**src/rtl/wb_pkg.sv**
```systemverilog
// Shared widths, flag bit positions and the result-entry layout for the
// register-bank write-back path.
package wb_pkg;
  localparam int DW = 8;
  localparam int AW = 3;

  localparam int FLAG_C = 3;
  localparam int FLAG_O = 2;
  localparam int FLAG_S = 1;
  localparam int FLAG_Z = 0;

  typedef struct packed {
    logic [AW-1:0] addr;
    logic [DW-1:0] data;
    logic          flagwr;
    logic [3:0]    flags;
  } wb_entry_t;
endpackage

```
**src/rtl/wb_fifo.sv**
```systemverilog
// Synchronous result FIFO; push is ignored when full, pop is ignored when empty.
module wb_fifo
  import wb_pkg::*;
#(
  parameter int DEPTH = 2,
  parameter type T = wb_entry_t
) (
  input  logic                     CLK,
  input  logic                     RST_N,
  input  logic                     push,
  input  T                         push_data,
  input  logic                     pop,
  output T                         head,
  output logic [$clog2(DEPTH):0]   count,
  output logic                     full,
  output logic                     empty
);
  localparam int PW = $clog2(DEPTH);
  localparam logic [PW:0] DEPTH_C = (PW+1)'(DEPTH);

  T              mem [DEPTH];
  logic [PW-1:0] rd_ptr;
  logic [PW-1:0] wr_ptr;
  logic          do_push;
  logic          do_pop;

  assign full    = (count == DEPTH_C);
  assign empty   = (count == '0);
  assign do_push = push & ~full;
  assign do_pop  = pop & ~empty;
  assign head    = mem[rd_ptr];

  always_ff @(posedge CLK) begin
    if (do_push) begin
      mem[wr_ptr] <= push_data;
    end
  end

  // DEPTH is a power of two, so the pointers wrap on their own.
  always_ff @(posedge CLK) begin
    if (!RST_N) begin
      rd_ptr <= '0;
      wr_ptr <= '0;
      count  <= '0;
    end else begin
      if (do_push) wr_ptr <= wr_ptr + PW'(1);
      if (do_pop)  rd_ptr <= rd_ptr + PW'(1);
      case ({do_push, do_pop})
        2'b10:   count <= count + (PW+1)'(1);
        2'b01:   count <= count - (PW+1)'(1);
        default: count <= count;
      endcase
    end
  end
endmodule

```
**src/rtl/writeback_unit.sv**
```systemverilog
// Write-side driver for the register bank: arbitrates ALU/load results into a
// FIFO, drains one entry per cycle to the bank port and tracks pending writes.
module writeback_unit
  import wb_pkg::*;
#(
  parameter int DEPTH = 2,
  parameter int DW    = wb_pkg::DW,
  parameter int AW    = wb_pkg::AW
) (
  input  logic                 CLK,
  input  logic                 RST_N,
  input  logic                 AluValid,
  input  logic [AW-1:0]        AluAddr,
  input  logic [DW-1:0]        AluData,
  input  logic                 AluFlagWR,
  input  logic [3:0]           AluFlags,
  output logic                 AluReady,
  input  logic                 MemValid,
  input  logic [AW-1:0]        MemAddr,
  input  logic [DW-1:0]        MemData,
  output logic                 MemReady,
  input  logic                 IssueValid,
  input  logic [AW-1:0]        IssueAddr,
  output logic [(2**AW)-1:0]   Busy,
  output logic                 WR,
  output logic [AW-1:0]        AddrWR,
  output logic [DW-1:0]        Datain,
  output logic                 FlagWR,
  output logic                 Cin,
  output logic                 Oin,
  output logic                 Sin,
  output logic                 Zin,
  output logic                 Err
);
  localparam int CW = $clog2(DEPTH) + 1;

  typedef struct packed {
    logic [AW-1:0] addr;
    logic [DW-1:0] data;
    logic          flagwr;
    logic [3:0]    flags;
  } entry_t;

  entry_t              push_entry;
  entry_t              head;
  logic [CW-1:0]       fifo_count;
  logic                fifo_full;
  logic                fifo_empty;
  logic                alu_acc;
  logic                mem_acc;
  logic                push;
  logic                pop;
  logic                clear_hit;
  logic                err_set;
  logic [(2**AW)-1:0]  busy_next;

  // Handshake: a source transfers on the cycle its Valid and Ready are both
  // high; Ready never depends on the source's own Valid, and the ALU wins ties.
  assign AluReady = RST_N & ~fifo_full;
  assign MemReady = RST_N & ~fifo_full & ~AluValid;
  assign alu_acc  = AluValid & AluReady;
  assign mem_acc  = MemValid & MemReady;
  assign push     = alu_acc | mem_acc;
  assign pop      = ~fifo_empty;

  always_comb begin
    push_entry = '0;
    if (alu_acc) begin
      push_entry.addr   = AluAddr;
      push_entry.data   = AluData;
      push_entry.flagwr = AluFlagWR;
      push_entry.flags  = AluFlags;
    end else begin
      push_entry.addr = MemAddr;
      push_entry.data = MemData;
    end
  end

  wb_fifo #(
    .DEPTH (DEPTH),
    .T     (entry_t)
  ) u_fifo (
    .CLK       (CLK),
    .RST_N     (RST_N),
    .push      (push),
    .push_data (push_entry),
    .pop       (pop),
    .head      (head),
    .count     (fifo_count),
    .full      (fifo_full),
    .empty     (fifo_empty)
  );

  // Set beats clear when an issue and a drain hit the same register.
  always_comb begin
    clear_hit = pop && (head.addr == IssueAddr);
    busy_next = Busy;
    if (pop)        busy_next[head.addr] = 1'b0;
    if (IssueValid) busy_next[IssueAddr] = 1'b1;
    err_set = 1'b0;
    if (IssueValid && Busy[IssueAddr] && !clear_hit) err_set = 1'b1;
    if (push && !Busy[push_entry.addr])              err_set = 1'b1;
  end

  always_ff @(posedge CLK) begin
    if (!RST_N) begin
      WR     <= 1'b0;
      FlagWR <= 1'b0;
      AddrWR <= '0;
      Datain <= '0;
      Cin    <= 1'b0;
      Oin    <= 1'b0;
      Sin    <= 1'b0;
      Zin    <= 1'b0;
      Busy   <= '0;
      Err    <= 1'b0;
    end else begin
      WR     <= pop;
      FlagWR <= pop & head.flagwr;
      if (pop) begin
        AddrWR <= head.addr;
        Datain <= head.data;
        Cin    <= head.flags[FLAG_C];
        Oin    <= head.flags[FLAG_O];
        Sin    <= head.flags[FLAG_S];
        Zin    <= head.flags[FLAG_Z];
      end
      Busy <= busy_next;
      if (err_set) Err <= 1'b1;
    end
  end

  a_count_bound: assert property (@(posedge CLK) disable iff (!RST_N)
    fifo_count <= CW'(DEPTH));
endmodule

```
**config.mk**
```make
export PLATFORM = sky130hd
export DESIGN_NAME = writeback_unit
export DESIGN_NICKNAME = d
export VERILOG_FILES = /design/src/rtl/wb_pkg.sv /design/src/rtl/wb_fifo.sv /design/src/rtl/writeback_unit.sv
export SDC_FILE = /design/constraint.sdc
export NUM_CORES = 1
export LEC_CHECK = 0
export BUFFER_PORTS_ARGS = -buffer_cell sky130_fd_sc_hd__buf_4
export CORE_UTILIZATION = 50
export DETAILED_ROUTE_END_ITERATION = 6
export GPL_ROUTABILITY_DRIVEN = 1
export PLACE_DENSITY_LB_ADDON = 0.12
export SLEW_MARGIN = 10
export SYNTH_ARGS = -nofsm -noshare
export SYNTH_HDL_FRONTEND = slang
export SYNTH_SLANG_ARGS = --single-unit
```
**constraint.sdc**
```tcl
create_clock -name CLK -period 4.45 [get_ports CLK]
set_input_delay 0.89 -clock CLK [delete_from_list [all_inputs] [get_ports CLK]]
set_output_delay 0.89 -clock CLK [all_outputs]
set_load 0.1 [all_outputs]
```
After elaboration in Yosys (flattened, before gate mapping)
Memories as Yosys holds them, arrays and structs flattened. A register that Yosys moved wholly into a read port is not among the register bits.
Index checks and enable logic that the tools add are counted.
{"block": "word_totals", "elab_cells": 69, "out_inout_bits": 28, "inputBits": 35, "ram_bits": 32, "ff_bits": 30, "memories": 1}
{"block": "op_classes", "n_eq_ne": 4, "bitwise_logic": 13, "n_addsub": 4, "n_reduce_logical": 10, "muxes": 19, "magnitude_cmp": 5}
{"memory": "u_fifo.mem", "words": 2, "width": 16, "rd": 1, "rd_clocked_by_memory_dff": 1, "write_ports": 1, "line": "wb_fifo.sv:21", "text": "T mem [DEPTH];"}
{"operator": "8-bit 2-to-1 mux", "count": 2}
{"operator": "3-bit by 4-bit less-than comparator with 1-bit output (second input constant)", "count": 3}
{"operator": "11-bit 2-to-1 mux", "count": 1}
{"operator": "1-bit 2-to-1 mux", "count": 10}
{"operator": "8-bit bitwise AND", "count": 1}
{"operator": "8-bit NOT", "count": 1}
{"operator": "8-bit OR", "count": 1}
{"operator": "1-bit bitwise AND", "count": 6}
{"operator": "1-bit binary-select mux with 3-bit select", "count": 2}
{"operator": "1-bit demux with 3-bit select", "count": 2}
{"operator": "3-bit by 1-bit greater-or-equal comparator with 1-bit output (second input constant)", "count": 2}
{"operator": "1-bit logical AND", "count": 6}
{"operator": "5-bit 2-to-1 mux", "count": 1}
{"operator": "2-bit equality test (second input constant)", "count": 2}
{"operator": "2-bit case mux with 2 select lines", "count": 1}
{"operator": "3-bit equality test", "count": 1}
{"operator": "1-bit NOT", "count": 3}
{"operator": "1-bit adder (second input constant)", "count": 2}
{"operator": "2-bit by 1-bit adder with 2-bit output (second input constant)", "count": 1}
{"operator": "2-bit by 1-bit equality test with 1-bit output (second input constant)", "count": 1}
{"operator": "1-bit logical NOT", "count": 2}
{"operator": "2-bit logical NOT", "count": 1}
{"operator": "2-bit nonzero test", "count": 1}
{"operator": "2-bit by 1-bit subtractor with 2-bit output (second input constant)", "count": 1}
{"operator": "1-bit OR", "count": 1}

Longest topological paths before layout
Gate-level depths: netlist (run 1).
{"block": "logic_depth", "word_depth": 10, "mapped_depth": 7, "mapped_depth_nobuf": 6}

Modules after synthesis
A second synthesis (run 1) with hierarchy kept.
{"block": "unflattened", "cells_unflattened": 250, "area_unflattened_um2": 2850.2}
{"mod": "writeback_unit", "cells_each": 174, "area_per_inst_um2": 1462.7, "n_inst": 1}
{"mod": "wb_fifo", "cells_each": 76, "area_per_inst_um2": 1387.6, "n_inst": 1}

Least setup slack after synthesis (run 1)
Ideal clock, no wire load.
{"block": "synth_timing", "kind": "input-to-output", "start": "input port RST_N", "end": "output port MemReady", "stages": 2, "arrival_time_ps": 2207, "setup_slack_ps": 1353, "cell_sequence": "nand2_1 -> nor2_1"}
{"block": "synth_via", "elab_chain_cells": 2}
{"element": "start, declared", "line": "writeback_unit.sv:11", "text": "input logic RST_N,"}
{"element": "1-bit bitwise AND (2 in a row)", "line": "writeback_unit.sv:60", "text": "assign MemReady = RST_N & ~fifo_full & ~AluValid;"}
{"element": "end, declared", "line": "writeback_unit.sv:21", "text": "output logic MemReady,"}
Every way passes these cells.

Worst setup path in the final report (run 1)
Same ends and word-level chain as after synthesis.

==> reports/metrics.yaml, run 1 <==
power_and_ir_drop:
  power.switching_w: 0.000412
  p_leak_nw: 1.45
  p_comb_frac: 0.197
  sequentialPowerShare: 0.480
  ir_drop_v: 0.000216
  powerDensity_nw_per_um2: 417
  clkPwrFrac: 0.323
  swShare: 0.295
  intPower_w: 0.000983
synth:
  synth_area_sq_um: 2660
  synth-seq-cells: 63
  synth_area_per_cell_sq_um: 12.8
  synth.largest_area_cell: "edfxtp_1"
  yosysSeqAreaShare: 0.594
  synth.top_cell.area_share: 0.361
  netlist_top_cells_area: "edfxtp_1 36%, dfxtp_1 23%, mux2i_1 7.5%"
  synthCells: 208
  yosysWarnings: 0
  yosysUniqueCellTypes: 30
  synthesis.nets: 243
clock_network:
  clock_path_buffers: 2
  ctsHtreeMaxLevel: 3
  cts_root_buffer: "clkbuf_8"
  clkTransAtPathRegs_ps: 70
  cts_inserted_buffers: 9
  clk_latency_ps: 330
  post-cts-setup-buffer-count: 0
  ctsResizeCount: 0
  cts.hold.buffers_added: 0
  cts_tree: "yes"
  clock_sinks: 63
die:
  initial_utilization: 0.522
  ioPinCount: 63
  dieArea_sq_um: 5620
  core_region_area_sq_um: 5110
  row_count: 26
  die_w_microns: 75.0
  die_y_microns: 75.0
sta:
  setup_tns_ps: 0
  rsz0062_at_grt: "no"
  slew-limit-headroom: 0.352
  fin_crit_sh: 0.585
  setup_slack_ps: 1850
  post-route-min-period_ps: 2600
  holdWs_ps: 499
  fmax_mhz: 384
  fin_worst_skew_ps: 5.26
  finalHoldViolations: 0
  setup_violations: 0
  worstMarginPinSlew_ps: 970
  finalMaxSlewViolations: 0
grt:
  grt_use_total: 0.190
  grt_pass1_vias: 1563
  gr-total-overflow: 0
  grt_pass1_wl_mm: 7.65
  grt_start_max_net_pins: 35
  antenna_found_initial: 0
critical_path:
  crit_fanout: 32
  cp_common_cell: "buf_4"
  crit_type: "input port to output pin"
  slowest_delay_ps: 290
  crit_arrival_ps: 1710
  path_cells: "buf_4 > nand2_1 > nor2_1 > buf_4"
  worstSetupStartpointType: "input port"
  cp-end-kind: "output pin"
  crit_path_start: "RST_N"
  crit_slowest_cell: "buf_4"
  required_ps: 3560
layout:
  num_antenna_cells: 0
  areaGrowthSynthToFinish_pct: 25.4
  drive_above_1_share: 0.346
  nets: 303
  fillers: 394
  fin_util: 0.654
drt:
  wl_per_cell_microns: 14.3
  drtPass1Iterations: 4
  drtAntennaViolNets: 0
  drt_wl_total_mm: 4.88
  drt_iter0_drc: 57
  vias: 1766
  drc_errors: 0
  via_per_inst: 5.16
outcome:
  status: "completed"
placement:
  port_buffers: 62
  gp_congestion: 0.826
  dp_hpwl_mm: 3.22
  post-place-ws_ps: 1580
hold_path:
  hold_class: "flip-flop to flip-flop"
  worstHoldStart: "Datain[3]$_SDFFE_PN0N_"
flow_run:
  max_cap_viol_count: 0
-- cells in the mapped netlist (all sizes together) --
library cell  instances
a21boi                9
a21oi                 1
a22o                  1
a31o                  1
and2                 10
and3                  2
buf                   2
clkbuf               12
dfxtp                31
edfxtp               32
inv                   2
mux2                 11
mux2i                21
mux4                  3
nand2                20
nand2b                3
nand3                 4
nand4                 2
nor2                  5
nor2b                 4
o211a                14
o21a                  1
o21ai                10
o21bai                1
or2                   2
xor2                  4
-- registers in the layout, summed over array words and instances, names as in the netlist, named ones only --
name and count:
Err 1, u_fifo.count 2, WR 1, u_fifo.mem 32, Datain 8, Busy 8
Cin 1, u_fifo.rd_ptr 1, AddrWR 3, Zin 1, u_fifo.wr_ptr 1, Oin 1
FlagWR 1, Sin 1
-- placed cells by master, fill, tap and decap left out, types with 3 or more instances in the layout --
cell      Yosys  layout
mux2i_1      20      20
xor2_1        4       4
mux2_2       11      11
nand2_1      20      20
o21ai_0      10      10
mux4_2        3       3
nor2b_1       4       4
nor2_1        5       5
nand3_1       4       4
clkbuf_8      0       9
buf_4         0      63
o211a_1      14      14
a21boi_0      9       9
dfxtp_1      31      31
edfxtp_1     32      32
and2_1       10      10
clkinv_1      0       4
-- power groups by stage --
stage / clock [W] / sequential, W / combinational (W)
3_5_place_dp: 0 / 0.000682 / 0.000276
3_3_place_gp: 0 / 0.000681 / 0.000274
6_report: 0.000451 / 0.000669 / 0.000275
4_1_cts: 0.000461 / 0.000670 / 0.000277
5_1_grt: 0.000491 / 0.000672 / 0.000292
2_1_floorplan: 0 / 0.000785 / 0.000102
-- cell families (layout without fill, tap and decap cells) --
group                     Yosys count  after routing  synth area share
buffers and inverters              16             80            0.0254
xor gates and xnor gates            4              4            0.0132
muxes                              35             35             0.155
DFF                                63             63             0.594
AOI/OAI and AO/OA                  38             38             0.111
and+or+nand+nor                    52             52             0.101
-- area by class of cell --
cell class | instances | area (sq um) | area share
timing repair buffer | 63 | 473 | 0.142
multi-input combinational | 129 | 1010 | 0.304
clock inverter | 6 | 52.6 | 0.0157
clock buffer | 9 | 124 | 0.0371
inverter | 2 | 7.51 | 0.00225
sequential | 63 | 1580 | 0.473
tap | 70 | 87.6 | 0.0262
-- stage by stage --
| stage | total power (W) | instance area, sq um | std cells |
|---|---|---|---|
| 4_1_cts | 0.00141 | 3340 | 342 |
| 2_1_floorplan | 0.000886 | 2660 | 208 |
| 5_1_grt | 0.00146 | 3340 | 342 |
| 3_5_place_dp | 0.000958 | 3160 | 327 |
| 3_3_place_gp | 0.000955 | 3160 | 327 |
| 6_report | 0.00139 | 3340 | 342 |
-- path summary, 6_finish.rpt --
path,depth (start not counted),slack [ps],end
setup / recovery,4,1850,MemReady
hold / removal,1,500,Datain[3]$_SDFFE_PN0N_
setup reg to reg,5,2020,Err$_SDFFE_PN0P_
hold reg to reg,1,500,Datain[3]$_SDFFE_PN0N_
-- metal layers --
layer,part of all wire,track usage,wire [microns]
met2,0.46,0.288,2260
met5,0,0,0
met3,0.051,0.0589,250
met1,0.47,0.250,2300
met4,0.014,0.0901,69
-- worst max-delay path, delay by kind of cell --
family	cells	cell delay (ps)
buffers and inverters	2	560
AND/OR/NAND/NOR	2	250
(Power assumes the default switching activity.)
==> inputs of run 2 (changes only) <==
--- a/config.mk
+++ b/config.mk
@@ -5,8 +5,9 @@
 export SDC_FILE = /design/constraint.sdc
 export NUM_CORES = 1
 export LEC_CHECK = 0
+export ABC_AREA = 1
 export BUFFER_PORTS_ARGS = -buffer_cell sky130_fd_sc_hd__buf_4
-export CORE_UTILIZATION = 50
+export CORE_UTILIZATION = 48
 export DETAILED_ROUTE_END_ITERATION = 6
 export GPL_ROUTABILITY_DRIVEN = 1
 export PLACE_DENSITY_LB_ADDON = 0.12
==> constraint.sdc (replaced) <==
create_clock -name CLK -period 2.17 [get_ports CLK]
set_input_delay 0.434 -clock CLK [delete_from_list [all_inputs] [get_ports CLK]]
set_output_delay 0.434 -clock CLK [all_outputs]
set_load 0.1 [all_outputs]
==> reports/metrics.yaml, run 2 <==
clock_network:
  clkTransAtPathRegs_ps: 70
  clock_path_buffers: 2
  ctsResizeCount: 0
  clock_sinks: 63
  post-cts-setup-buffer-count: 0
  clk_latency_ps: 330
  cts_tree: "yes"
  cts_root_buffer: "clkbuf_8"
  ctsHtreeMaxLevel: 3
  cts_inserted_buffers: 9
  cts.hold.buffers_added: 0
synth:
  synth-xor-area-share: 0.00328
  yosysUniqueCellTypes: 27
  yosysWarnings: 0
  synth.largest_area_cell: "edfxtp_1"
  yosys-top-cells-count: "36 x nand2_1, 32 x edfxtp_1, 31 x dfxtp_1, 30 x inv_1, 30 x o21ai_0"
  synth-edff-count: 32
  synth-seq-cells: 63
  synthSimpleGateAreaFrac: 0.164
  synth.top_cell.area_share: 0.360
  synth_area_per_cell_sq_um: 9.70
  synth-main-ff-cell: "edfxtp_1"
  netlist_top_cells_area: "edfxtp_1 36%, dfxtp_1 23%, o21ai_0 5.6%"
  synthesis.nets: 310
  synth.area.mux_share: 0.0788
  synth_compound_area_frac: 0.0961
  yosysMostFrequentCell: "nand2_1"
  async_reset_ff_frac: 0
  yosysSeqAreaShare: 0.593
  synth_area_sq_um: 2670
  synth_top_family_by_area: "simple AND/OR/NAND/NOR gates"
  synthCells: 275
  synth_fa_ha_area_frac: 0
layout:
  nets: 381
  largest_reg_flops: 32
  reg.largest.list: "u_fifo.mem x32, Busy x8, Datain x8"
  regMostFlops: "u_fifo.mem"
  regArea_sq_um: 1580
  layout_common_cells: "70 x buf_4, 36 x nand2_1, 32 x edfxtp_1"
  drive_above_1_share: 0.293
  fillers: 438
  finalInstanceArea_sq_um: 3420
  areaGrowthSynthToFinish_pct: 28.2
  multi_input_area_sq_um: 915
  num_antenna_cells: 0
  layout_commonest_cell: "buf_4"
critical_path:
  crit_fanout: 5
  worstSetupStartpointType: "flip-flop"
  crit_type: "flip-flop to output pin"
  required_ps: 1740
  cp-end-kind: "output pin"
  crit_arrival_ps: 1400
grt:
  grt_use_total: 0.206
  grt_start_max_net_pins: 23
  antenna_found_initial: 0
  grt_pass1_vias: 1956
  grt_pass1_wl_mm: 9.23
  gr-total-overflow: 0
sta:
  fmax_mhz: 544
  post-route-min-period_ps: 1840
  setup_violations: 0
  fin_crit_sh: 0.846
  fin_worst_skew_ps: 7.65
  finalMaxSlewViolations: 0
  worstMarginPinSlew_ps: 333
  rsz0062_at_grt: "no"
  setup_tns_ps: 0
  slew-limit-headroom: 0.777
  finalHoldViolations: 0
drt:
  wl_per_cell_microns: 13.6
  drtPass1Iterations: 4
  drc_errors: 0
  drt_iter0_drc: 165
  via_per_inst: 5.10
  vias: 2148
  drt_wl_total_mm: 5.74
  drtAntennaViolNets: 0
placement:
  port_buffers: 62
  place_area_sq_um: 3230
  dp_hpwl_mm: 4.22
  gp_congestion: 0.896
power_and_ir_drop:
  powerDensity_nw_per_um2: 843
  ir_drop_v: 0.000491
  p_leak_nw: 1.50
die:
  dieArea_sq_um: 5860
  die_w_microns: 76.6
  die_y_microns: 76.6
  ioPinCount: 63
  core_region_area_sq_um: 5240
  initial_utilization: 0.510
  row_count: 26
hold_path:
  hold_class: "input port to flip-flop"
flow_run:
  max_cap_viol_count: 0
outcome:
  status: "completed"
## run 2: changes by cell type in the layout (fill, tap and decap cells not counted), moves of 4 or more
cell,previous run,this run
mux2i_1,20,12
nand3_1,4,27
a21boi_0,9,0
nand2_1,20,36
a21oi_1,1,15
buf_4,63,70
inv_1,2,30
nor2b_1,4,0
and2_1,10,0
o211a_1,14,0
nor2_1,5,24
o21ai_0,10,30
## run 2: final timing paths
kind | startpoint | end | slack, ps | depth (start not counted)
min | IssueValid | Busy[6]$_SDFF_PN0_ | 400 | 3
max reg2reg | u_fifo.count[0]$_SDFFE_PN0P_ | u_fifo.mem[0][15]$_DFFE_PP_ | 480 | 7
min reg2reg | u_fifo.rd_ptr$_SDFFE_PN0N_ | flip-flop | 450 | 1
max | u_fifo.count[0]$_SDFFE_PN0P_ | MemReady | 330 | 5
## run 2: worst max-delay path, cell delays in order, from the launching register on
cell     delay [ps]
dfxtp_1         390
inv_2            50
nand2_2         110
nand2_1         110
nor2_2          120
buf_4           300
## run 2: metrics by stage
stage	worst slack (ps)	hold slack (ps)	cells	total power [W]	utilization
2_1_floorplan	115	426	275	0.00179	-
3_5_place_dp	311	447	405	0.00195	0.617
5_1_grt	239	408	421	0.00301	0.653
3_3_place_gp	377	434	405	0.00195	0.617
6_report	333	405	421	0.00289	0.653
4_1_cts	298	390	421	0.00292	0.653
## run 2: metal layers
| metal | wire, microns | track usage |
|---|---|---|
| met4 | 63 | 0.0673 |
| met5 | 0 | 0 |
| met1 | 2600 | 0.270 |
| met3 | 398 | 0.0635 |
| met2 | 2680 | 0.323 |
## run 2: cell families after synthesis
kind of cell	count (synthesis)
xor gates and xnor gates	1
DFF	63
AOI/OAI and AO/OA	50
buffers and inverters	43
and+or+nand+nor	98
muxes	20
## run 2: area by class of cell
class / count / area share
clock inverter: 6 / 0.0179
tap: 70 / 0.0256
clock buffer: 10 / 0.0373
timing repair buffer: 70 / 0.154
multi-input combinational: 169 / 0.267
sequential: 63 / 0.462
inverter: 33 / 0.0362
## run 2: power breakdown
part           switching (W)  internal, W
combinational       0.000405     0.000161
sequential         0.0000333      0.00132
clock               0.000435     0.000526
